--- src/rtl/sonar_pkg.sv ---
// rtl/sonar_pkg.sv - shared state encoding and timing defaults for the sonar driver
package sonar_pkg;

  typedef enum logic [2:0] {
    S_IDLE      = 3'd0,
    S_HOLDOFF   = 3'd1,
    S_TRIG      = 3'd2,
    S_WAIT_RISE = 3'd3,
    S_MEASURE   = 3'd4,
    S_DONE      = 3'd5
  } state_e;

  localparam logic [7:0] DIST_TIMEOUT = 8'hFF;

  localparam int DEF_CLK_FREQ_HZ    = 50_000_000;
  localparam int DEF_TRIG_CYCLES    = 500;
  localparam int DEF_CYCLES_PER_CM  = 2900;
  localparam int DEF_TIMEOUT_CYCLES = 1_900_000;
  localparam int DEF_HOLDOFF_CYCLES = 3_000_000;

endpackage

--- src/rtl/sonar_driver_echo_sync.sv ---
// rtl/sonar_driver_echo_sync.sv - echo pin synchroniser with registered edge pulses
module sonar_driver_echo_sync (
  input  logic clk_i,
  input  logic rst_i,
  input  logic echo_i,
  output logic rise_o,
  output logic fall_o
);

  // sync_q[1:0] is the two-flop synchroniser, sync_q[2] holds the previous synchronised level
  logic [2:0] sync_q;
  logic       rise_q;
  logic       fall_q;

  // Shift the raw echo through the synchroniser and register one-cycle edge pulses
  always_ff @(posedge clk_i or posedge rst_i) begin
    if (rst_i) begin
      sync_q <= 3'b000;
      rise_q <= 1'b0;
      fall_q <= 1'b0;
    end else begin
      sync_q <= {sync_q[1:0], echo_i};
      rise_q <= sync_q[1] & ~sync_q[2];
      fall_q <= ~sync_q[1] & sync_q[2];
    end
  end

  assign rise_o = rise_q;
  assign fall_o = fall_q;

endmodule

--- src/rtl/sonar_driver.sv ---
// rtl/sonar_driver.sv - HC-SR04 style ranger: trigger pulse, echo timing, cm conversion
module sonar_driver
  import sonar_pkg::*;
#(
  parameter int CLK_FREQ_HZ    = DEF_CLK_FREQ_HZ,
  parameter int TRIG_CYCLES    = CLK_FREQ_HZ / 100_000,
  parameter int CYCLES_PER_CM  = DEF_CYCLES_PER_CM,
  parameter int TIMEOUT_CYCLES = DEF_TIMEOUT_CYCLES,
  parameter int HOLDOFF_CYCLES = DEF_HOLDOFF_CYCLES
) (
  input  logic       clk_i,
  input  logic       rst_i,
  input  logic       measure_i,
  output logic       ready_o,
  output logic [7:0] distance_o,
  output logic       trig_o,
  input  logic       echo_i
);

  // One timer serves both the trigger width and the echo timeouts
  localparam int TMAX = (TIMEOUT_CYCLES > TRIG_CYCLES) ? TIMEOUT_CYCLES : TRIG_CYCLES;
  localparam int TW   = $clog2(TMAX);
  localparam int SW   = $clog2(CYCLES_PER_CM);
  localparam int HW   = $clog2(HOLDOFF_CYCLES);

  localparam logic [TW-1:0] TRIG_LAST    = TW'(TRIG_CYCLES - 1);
  localparam logic [TW-1:0] TIMEOUT_LAST = TW'(TIMEOUT_CYCLES - 1);
  localparam logic [SW-1:0] SUB_LAST     = SW'(CYCLES_PER_CM - 1);
  localparam logic [HW-1:0] HOLD_LAST    = HW'(HOLDOFF_CYCLES - 1);

  state_e        state_q, state_d;
  logic [TW-1:0] timer_q, timer_d;
  logic [SW-1:0] sub_q, sub_d;
  logic [7:0]    cm_q, cm_d;
  logic [HW-1:0] holdoff_q, holdoff_d;
  logic          pending_q, pending_d;
  logic          ready_q, ready_d;
  logic [7:0]    dist_q, dist_d;
  logic [7:0]    result_q, result_d;
  logic          trig_q, trig_d;
  logic          echo_rise, echo_fall;

  sonar_driver_echo_sync u_echo_sync (
    .clk_i  (clk_i),
    .rst_i  (rst_i),
    .echo_i (echo_i),
    .rise_o (echo_rise),
    .fall_o (echo_fall)
  );

  // Next-state logic; MEASURE counts its own cycle, so the fall cycle is included in the width
  always_comb begin
    state_d   = state_q;
    timer_d   = timer_q;
    sub_d     = sub_q;
    cm_d      = cm_q;
    pending_d = pending_q;
    ready_d   = ready_q;
    dist_d    = dist_q;
    result_d  = result_q;
    holdoff_d = (holdoff_q != '0) ? holdoff_q - 1'b1 : holdoff_q;

    case (state_q)
      S_IDLE: begin
        if (measure_i || pending_q) begin
          ready_d = 1'b0;
          if (holdoff_q == '0) begin
            state_d   = S_TRIG;
            timer_d   = '0;
            pending_d = 1'b0;
          end else begin
            state_d   = S_HOLDOFF;
            pending_d = 1'b1;
          end
        end
      end
      S_HOLDOFF: begin
        if (holdoff_q == '0) begin
          state_d   = S_TRIG;
          timer_d   = '0;
          pending_d = 1'b0;
        end
      end
      S_TRIG: begin
        if (timer_q == TRIG_LAST) begin
          state_d = S_WAIT_RISE;
          timer_d = '0;
        end else begin
          timer_d = timer_q + 1'b1;
        end
      end
      S_WAIT_RISE: begin
        if (echo_rise) begin
          state_d = S_MEASURE;
          timer_d = '0;
          sub_d   = '0;
          cm_d    = '0;
        end else if (timer_q == TIMEOUT_LAST) begin
          state_d  = S_DONE;
          result_d = DIST_TIMEOUT;
        end else begin
          timer_d = timer_q + 1'b1;
        end
      end
      S_MEASURE: begin
        if (sub_q == SUB_LAST) begin
          sub_d = '0;
          cm_d  = (cm_q == 8'hFF) ? cm_q : cm_q + 8'd1;
        end else begin
          sub_d = sub_q + 1'b1;
        end
        if (echo_fall) begin
          state_d  = S_DONE;
          result_d = cm_d;
        end else if (timer_q == TIMEOUT_LAST) begin
          state_d  = S_DONE;
          result_d = DIST_TIMEOUT;
        end else begin
          timer_d = timer_q + 1'b1;
        end
      end
      S_DONE: begin
        dist_d    = result_q;
        ready_d   = 1'b1;
        holdoff_d = HOLD_LAST;
        state_d   = S_IDLE;
        if (measure_i) pending_d = 1'b1;
      end
      default: state_d = S_IDLE;
    endcase

    trig_d = (state_d == S_TRIG);
  end

  // State and datapath registers; reset drops trig immediately
  always_ff @(posedge clk_i or posedge rst_i) begin
    if (rst_i) begin
      state_q   <= S_IDLE;
      timer_q   <= '0;
      sub_q     <= '0;
      cm_q      <= '0;
      holdoff_q <= '0;
      pending_q <= 1'b0;
      ready_q   <= 1'b1;
      dist_q    <= DIST_TIMEOUT;
      result_q  <= DIST_TIMEOUT;
      trig_q    <= 1'b0;
    end else begin
      state_q   <= state_d;
      timer_q   <= timer_d;
      sub_q     <= sub_d;
      cm_q      <= cm_d;
      holdoff_q <= holdoff_d;
      pending_q <= pending_d;
      ready_q   <= ready_d;
      dist_q    <= dist_d;
      result_q  <= result_d;
      trig_q    <= trig_d;
    end
  end

  assign ready_o    = ready_q;
  assign distance_o = dist_q;
  assign trig_o     = trig_q;

endmodule

--- config.mk ---
export PLATFORM = sky130hd
export DESIGN_NAME = sonar_driver
export DESIGN_NICKNAME = d
export VERILOG_FILES = /design/src/rtl/sonar_pkg.sv /design/src/rtl/sonar_driver_echo_sync.sv /design/src/rtl/sonar_driver.sv
export SDC_FILE = /design/constraint.sdc
export NUM_CORES = 1
export LEC_CHECK = 0
export ABC_AREA = 1
export CORE_UTILIZATION = 63
export DETAILED_ROUTE_END_ITERATION = 6
export HOLD_SLACK_MARGIN = 0.03
export PLACE_DENSITY = 0.85
export REMOVE_ABC_BUFFERS = 1
export SLEW_MARGIN = 10
export SYNTH_ARGS = -nofsm -noshare
export SYNTH_HDL_FRONTEND = slang
export SYNTH_SLANG_ARGS = --single-unit
--- constraint.sdc ---
create_clock -name clk_i -period 3.1 [get_ports clk_i]
set_input_delay 0.31 -clock clk_i [delete_from_list [all_inputs] [get_ports clk_i]]
set_output_delay 0.31 -clock clk_i [all_outputs]
set_load 0.01 [all_outputs]
==> out/results.txt, run 1 <==
vias in the first global route = 5165
Pint = 0.00200 W
slew margin rel. = 0.428
HP Class = input pin to flip-flop
clock latency at the later pin of the worst-skew pair = 0.37 ns
hold buffers post-CTS = 0
Crit. End Element = flip-flop
CP arrival = 2.56 ns
final hold vios = 0
Worst path slowest cell = dfrtp_1
most common cell after layout, fill and taps aside = nand2_1
initial core utilization = 0.652
Leak = 2.97 nW
mux cell area share after synthesis = 0
RSZ-0062 raised after global routing = no
Worst-Margin Slew = 0.857 ns
CP Max Fanout = 18
n_diodes = 0
status = finished, final reports clean
Post-CTS Setup Bufs = 0
DR iter-0 viols = 343
TritonCTS Buffers = 9
CP startpoint kind = flip-flop
PortBufs = 13
Total GRT Usage = 0.289
TritonCTS clock tree = done
placed cell count = 923
adder-cell share of the synthesized area = 0.00876
clk sinks = 90
vias per inst = 5.75
area grow syn2layout = 6.59%
Seq pwr share = 0.500
Die Y-Extent = 97.3 µm
crit-path cells = inv_1, ha_1, nand2_1, nor2_4, nand3_2, nand2_2, nand2_4, inv_4, nor2_1, nor2_1, nand2_1
aggregate negative setup slack = 0 ns
Syn Inst Count = 817
Ports = 14
first-pass GRT wire length = 22600 µm
register area share after synthesis = 0.398
Final ANT Viol Nets = 0
Fillers = 739
DIE AREA = 0.00946 mm²
compound-cell area share of the yosys netlist = 0.0709
# rows = 34
layout cells sized above 1 = 0.0927
Psw = 0.00119 W
nets = 834
Clk pwr share = 0.245
max incr delay on CP = 0.37 ns
CORE AREA = 0.00876 mm²
clock root cell = clkbuf_8
fmax = 432 MHz
drt pass-1 iters = 5
post_cts resized = 0
commonest non-fill, non-tap cells in the layout = nand2_1, inv_1, nand3_1, nor2_1, dfrtp_1
hpwl dp = 9330 µm
Non-Filler Instances = 939
Yosys reg bits = 90
Clock Path Buffers = 2
initial antenna violation count = 0
Mapped Area = 0.00572 mm²
Sw Share = 0.373
Cell Pwr Density = 523 mW/mm²
worst vdd ir = 0.255 mV
total gr overflow = 0
Final Critical Period = 2.31 ns
WL final = 12900 µm
Max Cap Violations = 0
final count of negative-setup-slack endpoints = 0
clock slew at reported path FFs = 0.10 ns
Max Clock Skew = 0.0165 ns
level count of the clock H-tree = 3
WP data required = 3.35 ns
Synth Area in XOR/XNOR = 0.0261
DRC viols = 0
Die X = 97.3 µm
async set or reset register ratio after synthesis = 1.00
largest net degree at the start of global routing = 50
routability cong. = 0.967
Post-Route Utilization = 0.695
Simple-Gate Fraction of Synth Area = 0.397
Final Cycle Share = 0.746
max-slew violations = 0
largest family of logic cells by synthesized area = simple AND/OR/NAND/NOR gates
EDFF count, synth = 0
average size of a mapped cell = 7.00 µm²
critical path type = flip-flop to flip-flop
Yosys Warn Count = 0
post-DR wirelength/cell = 13.7 µm
ys flop type = dfrtp_1
Combinational Power Share = 0.255
library cells used by synthesis = 42
vias after detailed routing = 5399
-- final cells by class --
| class | count | area [µm²] | share of cell area |
|---|---|---|---|
| multi-input combinational | 587 | 2870 | 0.472 |
| clock buffer | 10 | 128 | 0.0209 |
| tap | 108 | 135 | 0.0222 |
| clock inverter | 6 | 56.3 | 0.00924 |
| inverter | 122 | 462 | 0.0758 |
| timing repair buffer | 16 | 165 | 0.0271 |
| sequential | 90 | 2270 | 0.373 |
-- cell families (layout without fill, tap and decap cells) --
| logic type | count (synthesis) | after routing |
|---|---|---|
| buf+inv | 140 | 154 |
| xor+xnor | 17 | 17 |
| compound gates | 70 | 70 |
| fa+ha+maj | 4 | 4 |
| flops | 90 | 90 |
| simple gates | 496 | 496 |
-- power groups by stage --
stage | Combinational (W) | Clock (W) | Sequential, W
floorplan | 0.000629 | 0 | 0.00156
global placement | 0.000759 | 0 | 0.00160
detailed placement | 0.000801 | 0 | 0.00161
CTS | 0.000809 | 0.000794 | 0.00159
global route | 0.000933 | 0.000836 | 0.00162
finish | 0.000813 | 0.000780 | 0.00159
-- worst max-delay path, delay by kind of cell (launching register included) --
family / cells / cell delay (ns)
flops: 1 / 0.37
simple gates: 8 / 1.25
buf+inv: 2 / 0.32
fa+ha+maj: 1 / 0.28
-- worst paths after layout --
check | end | start | cells after the start | slack [ns]
min reg2reg | u_echo_sync.sync_q[1]$_DFF_PP0_ | u_echo_sync.sync_q[0]$_DFF_PP0_ | 0 | 0.39
max | timer_q[18]$_DFFE_PP0P_ | holdoff_q[0]$_DFFE_PP0P_ | 11 | 0.79
min | u_echo_sync.sync_q[0]$_DFF_PP0_ | echo_i | 1 | 0.37
max in group asynchronous | result_q[1]$_DFFE_PP1P_ | rst_i | 3 | 1.94
min in group asynchronous | timer_q[8]$_DFFE_PP0P_ | rst_i | 2 | 0.40
max reg2reg | timer_q[18]$_DFFE_PP0P_ | holdoff_q[0]$_DFFE_PP0P_ | 11 | 0.79
-- synth_stat cells (5+ instances only) --
master    number  share of area
nand2_1      208           0.14
inv_1        114          0.075
nand3_1      110          0.096
nor2_1        97          0.064
dfrtp_1       73           0.32
o21ai_0       36          0.032
nand4_1       23          0.025
nor3_1        21          0.018
dfstp_2       17          0.078
xor2_1        13          0.020
a21oi_1        9         0.0079
nand2_2        9         0.0099
o22ai_1        8         0.0088
inv_2          7         0.0046
buf_2          6         0.0053
clkbuf_1       6         0.0039
nand3b_1       5         0.0066
nor2_2         5         0.0055
nor2_4         5         0.0099
o211ai_1       5         0.0066
-- layer usage --
| layer | wire length (µm) | global-route usage | up-vias | part of all wire |
|---|---|---|---|---|
| li1 | - | - | 2642 | - |
| met1 | 5740 | 0.377 | 2548 | 0.45 |
| met2 | 6180 | 0.490 | 180 | 0.48 |
| met3 | 655 | 0.0374 | 29 | 0.051 |
| met4 | 294 | 0.113 | 0 | 0.023 |
| met5 | 0 | 0 | - | 0 |
-- flip-flops by register name (all words and copies together) (netlist names) --
signal,flops
cm_q,8
u_echo_sync.rise_o,1
result_q,8
distance_o,8
u_echo_sync.sync_q,3
sub_q,12
state_q,3
pending_q,1
timer_q,21
u_echo_sync.fall_o,1
holdoff_q,22
trig_o,1
ready_o,1
-- through the flow --
| step | total power (W) | hold slack, ns | setup WS, ns | cell area [µm²] |
|---|---|---|---|---|
| finish | 0.00319 | 0.374 | 0.787 | 6090 |
| global route | 0.00339 | 0.364 | 0.587 | 6090 |
| CTS | 0.00319 | 0.375 | 0.841 | 6090 |
| detailed placement | 0.00241 | 0.354 | 0.873 | 5910 |
| global placement | 0.00235 | 0.336 | 0.984 | 5910 |
| floorplan | 0.00219 | 0.331 | 0.483 | 5610 |
Note: power is estimated with default switching activity, not from simulation.
==> inputs of run 2 (changes only) <==
CORE_UTILIZATION = 57   (was 63)
PLACE_DENSITY = 0.81   (was 0.85)
clock period = 2.09 ns   (was 3.1 ns; I/O delays follow)
==> run 2 against run 1 <==
Clock-buffer cell count up 2. First-iteration DRC count down 6.4%. Cell count increased by 3.7%. Via count is essentially flat. Sequential share of layout area is 0.78 points lower. Clock skew down 0.0091 ns. Global-route usage shrank 0.23 points. Fmax grew 22%. Largest cell class unchanged.
==> out/results.txt, run 2 (synthesized netlist as in run 1, its figures left out) <==
level count of the clock H-tree = 3 (unchanged)
Ports = 14 (unchanged)
vias in the first global route = 5260 (+1.8%)
n_diodes = 0 (unchanged)
final hold vios = 0 (unchanged)
WL final = 13500 µm (+4.8%)
Combinational Power Share = 0.255 (about the same)
Crit. End Element = flip-flop
initial core utilization = 0.587 (-0.0648)
Reg-to-Reg End = timer_q[14]$_DFFE_PP0P_
Max Cap Violations = 0 (unchanged)
hpwl dp = 9930 µm (+6.4%)
Final Critical Period = 1.89 ns (-0.419 ns)
WP data required = 2.41 ns (-0.94 ns)
Psw = 0.00171 W (+44%)
Sw Share = 0.356 (-0.0168)
drt pass-1 iters = 6 (+1)
clk sinks = 90 (unchanged)
routability cong. = 0.941 (-2.7%)
Die Y-Extent = 102 µm (+5.0%)
crit-path cells = ha_2, nand2_2, nor2_4, inv_2, nor2_4, nand3_2, nand2_1, nand3_1, nand2_1, nand2_1, inv_1
initial antenna violation count = 0 (unchanged)
max incr delay on CP = 0.41 ns (+0.04 ns)
Die X = 102 µm (+5.0%)
Leak = 3.04 nW (+2.2%)
CP Max Fanout = 13 (-5)
Pint = 0.00310 W (+55%)
clock latency at the later pin of the worst-skew pair = 0.37 ns (about the same)
Cell Pwr Density = 773 mW/mm² (+48%)
hold buffers post-CTS = 0 (unchanged)
reg2reg start = timer_q[1]$_DFFE_PP0P_
Worst R2R Path Depth = 11 (unchanged)
PortBufs = 13 (unchanged)
CP delay by family, top = simple AND/OR/NAND/NOR gates
Seq pwr share = 0.490 (-0.010)
largest net degree at the start of global routing = 37 (-26%)
max-slew violations = 0 (unchanged)
Final Cycle Share = 0.906 (+0.160)
post-DR wirelength/cell = 13.9 µm (+1.1%)
Max Clock Skew = 0.00734 ns (-0.00912 ns)
Worst path slowest cell = dfrtp_1
worst vdd ir = 0.540 mV (+110%)
Fillers = 862 (+17%)
most used cell, CP = nand2_1
Post-Route Utilization = 0.640 (-0.0556)
critical path type = flip-flop to flip-flop
Total GRT Usage = 0.287 (-0.00231)
final count of negative-setup-slack endpoints = 0 (unchanged)
final setup margin = 0.196 ns (-0.591 ns)
area grow syn2layout = 8.87%
clock slew at reported path FFs = 0.09 ns (about the same)
total gr overflow = 0 (unchanged)
# rows = 36 (+5.9%)
aggregate negative setup slack = 0 ns (unchanged)
Worst-Margin Slew = 0.573 ns (-0.284 ns)
most common cell after layout, fill and taps aside = nand2_1
status = finished, final reports clean
nets = 844 (+1.2%)
slew margin rel. = 0.618 (+0.190)
Non-Filler Instances = 974 (+3.7%)
Final ANT Viol Nets = 0 (unchanged)
CP arrival = 2.21 ns (-0.35 ns)
reg2reg setup slack = 0.20 ns (-0.59 ns)
CORE AREA = 0.00973 mm² (+11%)
TritonCTS Buffers = 9 (unchanged)
CP startpoint kind = flip-flop
layout cells sized above 1 = 0.106 (+0.0132)
biggest regs = holdoff_q: 22 flops, timer_q: 21 flops, sub_q: 12 flops
RSZ-0062 raised after global routing = no
clock root cell = clkbuf_8
placed cell count = 958 (+3.8%)
Clock Path Buffers = 2 (unchanged)
DRC viols = 0 (unchanged)
worst slack, placed = 0.181 ns (-0.692 ns)
HP Class = input pin to asynchronous set/reset pin
vias after detailed routing = 5402 (+0.056%)
fmax = 528 MHz (+22%)
Clk pwr share = 0.255 (+0.010)
first-pass GRT wire length = 23400 µm (+3.5%)
TritonCTS clock tree = done
Largest register FFs = 22 (unchanged)
DIE AREA = 0.0104 mm² (+10%)
vias per inst = 5.55 (-3.5%)
commonest non-fill, non-tap cells in the layout = nand2_1, inv_1, nand3_1, nor2_1, dfrtp_1
largest register by flop count = holdoff_q
WP buf/inv = 2 (unchanged)
DR iter-0 viols = 321 (-6.4%)
run 2: cell count changes in the layout (fill, tap and decap cells not counted), sizes merged:
cell / previous run / this run
buf: 3 / 13
clkbuf: 10 / 12
clkinvlp: 1 / 0
inv: 125 / 124
run 2: how the worst max path moves through the flow:
stage / start / end / slack [ns] / cells after the start
floorplan: rst_i / cm_q[0]$_DFFE_PP0P_ / -0.43 / 1
global placement: timer_q[1]$_DFFE_PP0P_ / timer_q[18]$_DFFE_PP0P_ / 0.29 / 12
detailed placement: timer_q[1]$_DFFE_PP0P_ / timer_q[14]$_DFFE_PP0P_ / 0.18 / 11
CTS: timer_q[1]$_DFFE_PP0P_ / timer_q[14]$_DFFE_PP0P_ / 0.15 / 11
global route: holdoff_q[0]$_DFFE_PP0P_ / timer_q[18]$_DFFE_PP0P_ / 0.03 / 11
finish: timer_q[1]$_DFFE_PP0P_ / timer_q[14]$_DFFE_PP0P_ / 0.20 / 11
run 2: final cells by class:
type	instances	area [µm²]	share of cell area
Clock inverter	4	28.8	0.00462
Tap cell	133	166	0.0267
Clock buffer	12	176	0.0284
Sequential cell	90	2270	0.365
Inverter	122	462	0.0742
Multi-Input combinational cell	587	2880	0.462
Timing Repair Buffer	26	240	0.0386
run 2: routing by layer:
metal,vias to the layer above,track usage,share of wire
li1,2668,-,-
met3,30,0.0588,0.054
met1,2539,0.367,0.45
met4,0,0.0879,0.020
met2,165,0.489,0.48
met5,-,0,0
run 2: timing repair:
action                     4_1_cts  5_1_grt
resized for setup                0        1
setup buffers                    0        0
setup endpoints to repair        0        3
run 2: power groups by stage:
stage / Sequential (W) / Clock, W / Combinational, W
final: 0.00236 / 0.00123 / 0.00123
after global placement: 0.00236 / 0 / 0.00116
after global routing: 0.00241 / 0.00132 / 0.00141
after CTS: 0.00235 / 0.00125 / 0.00122
after detailed placement: 0.00238 / 0 / 0.00120
after floorplan: 0.00232 / 0 / 0.000933
run 2: metrics by stage:
stage	area, µm²	hold slack (ns)	total power [W]
finish	6220	0.166	0.00481
global route	6220	0.198	0.00514
CTS	6220	0.169	0.00482
detailed placement	6010	0.337	0.00358
global placement	6010	0.332	0.00352
floorplan	5610	0.240	0.00325
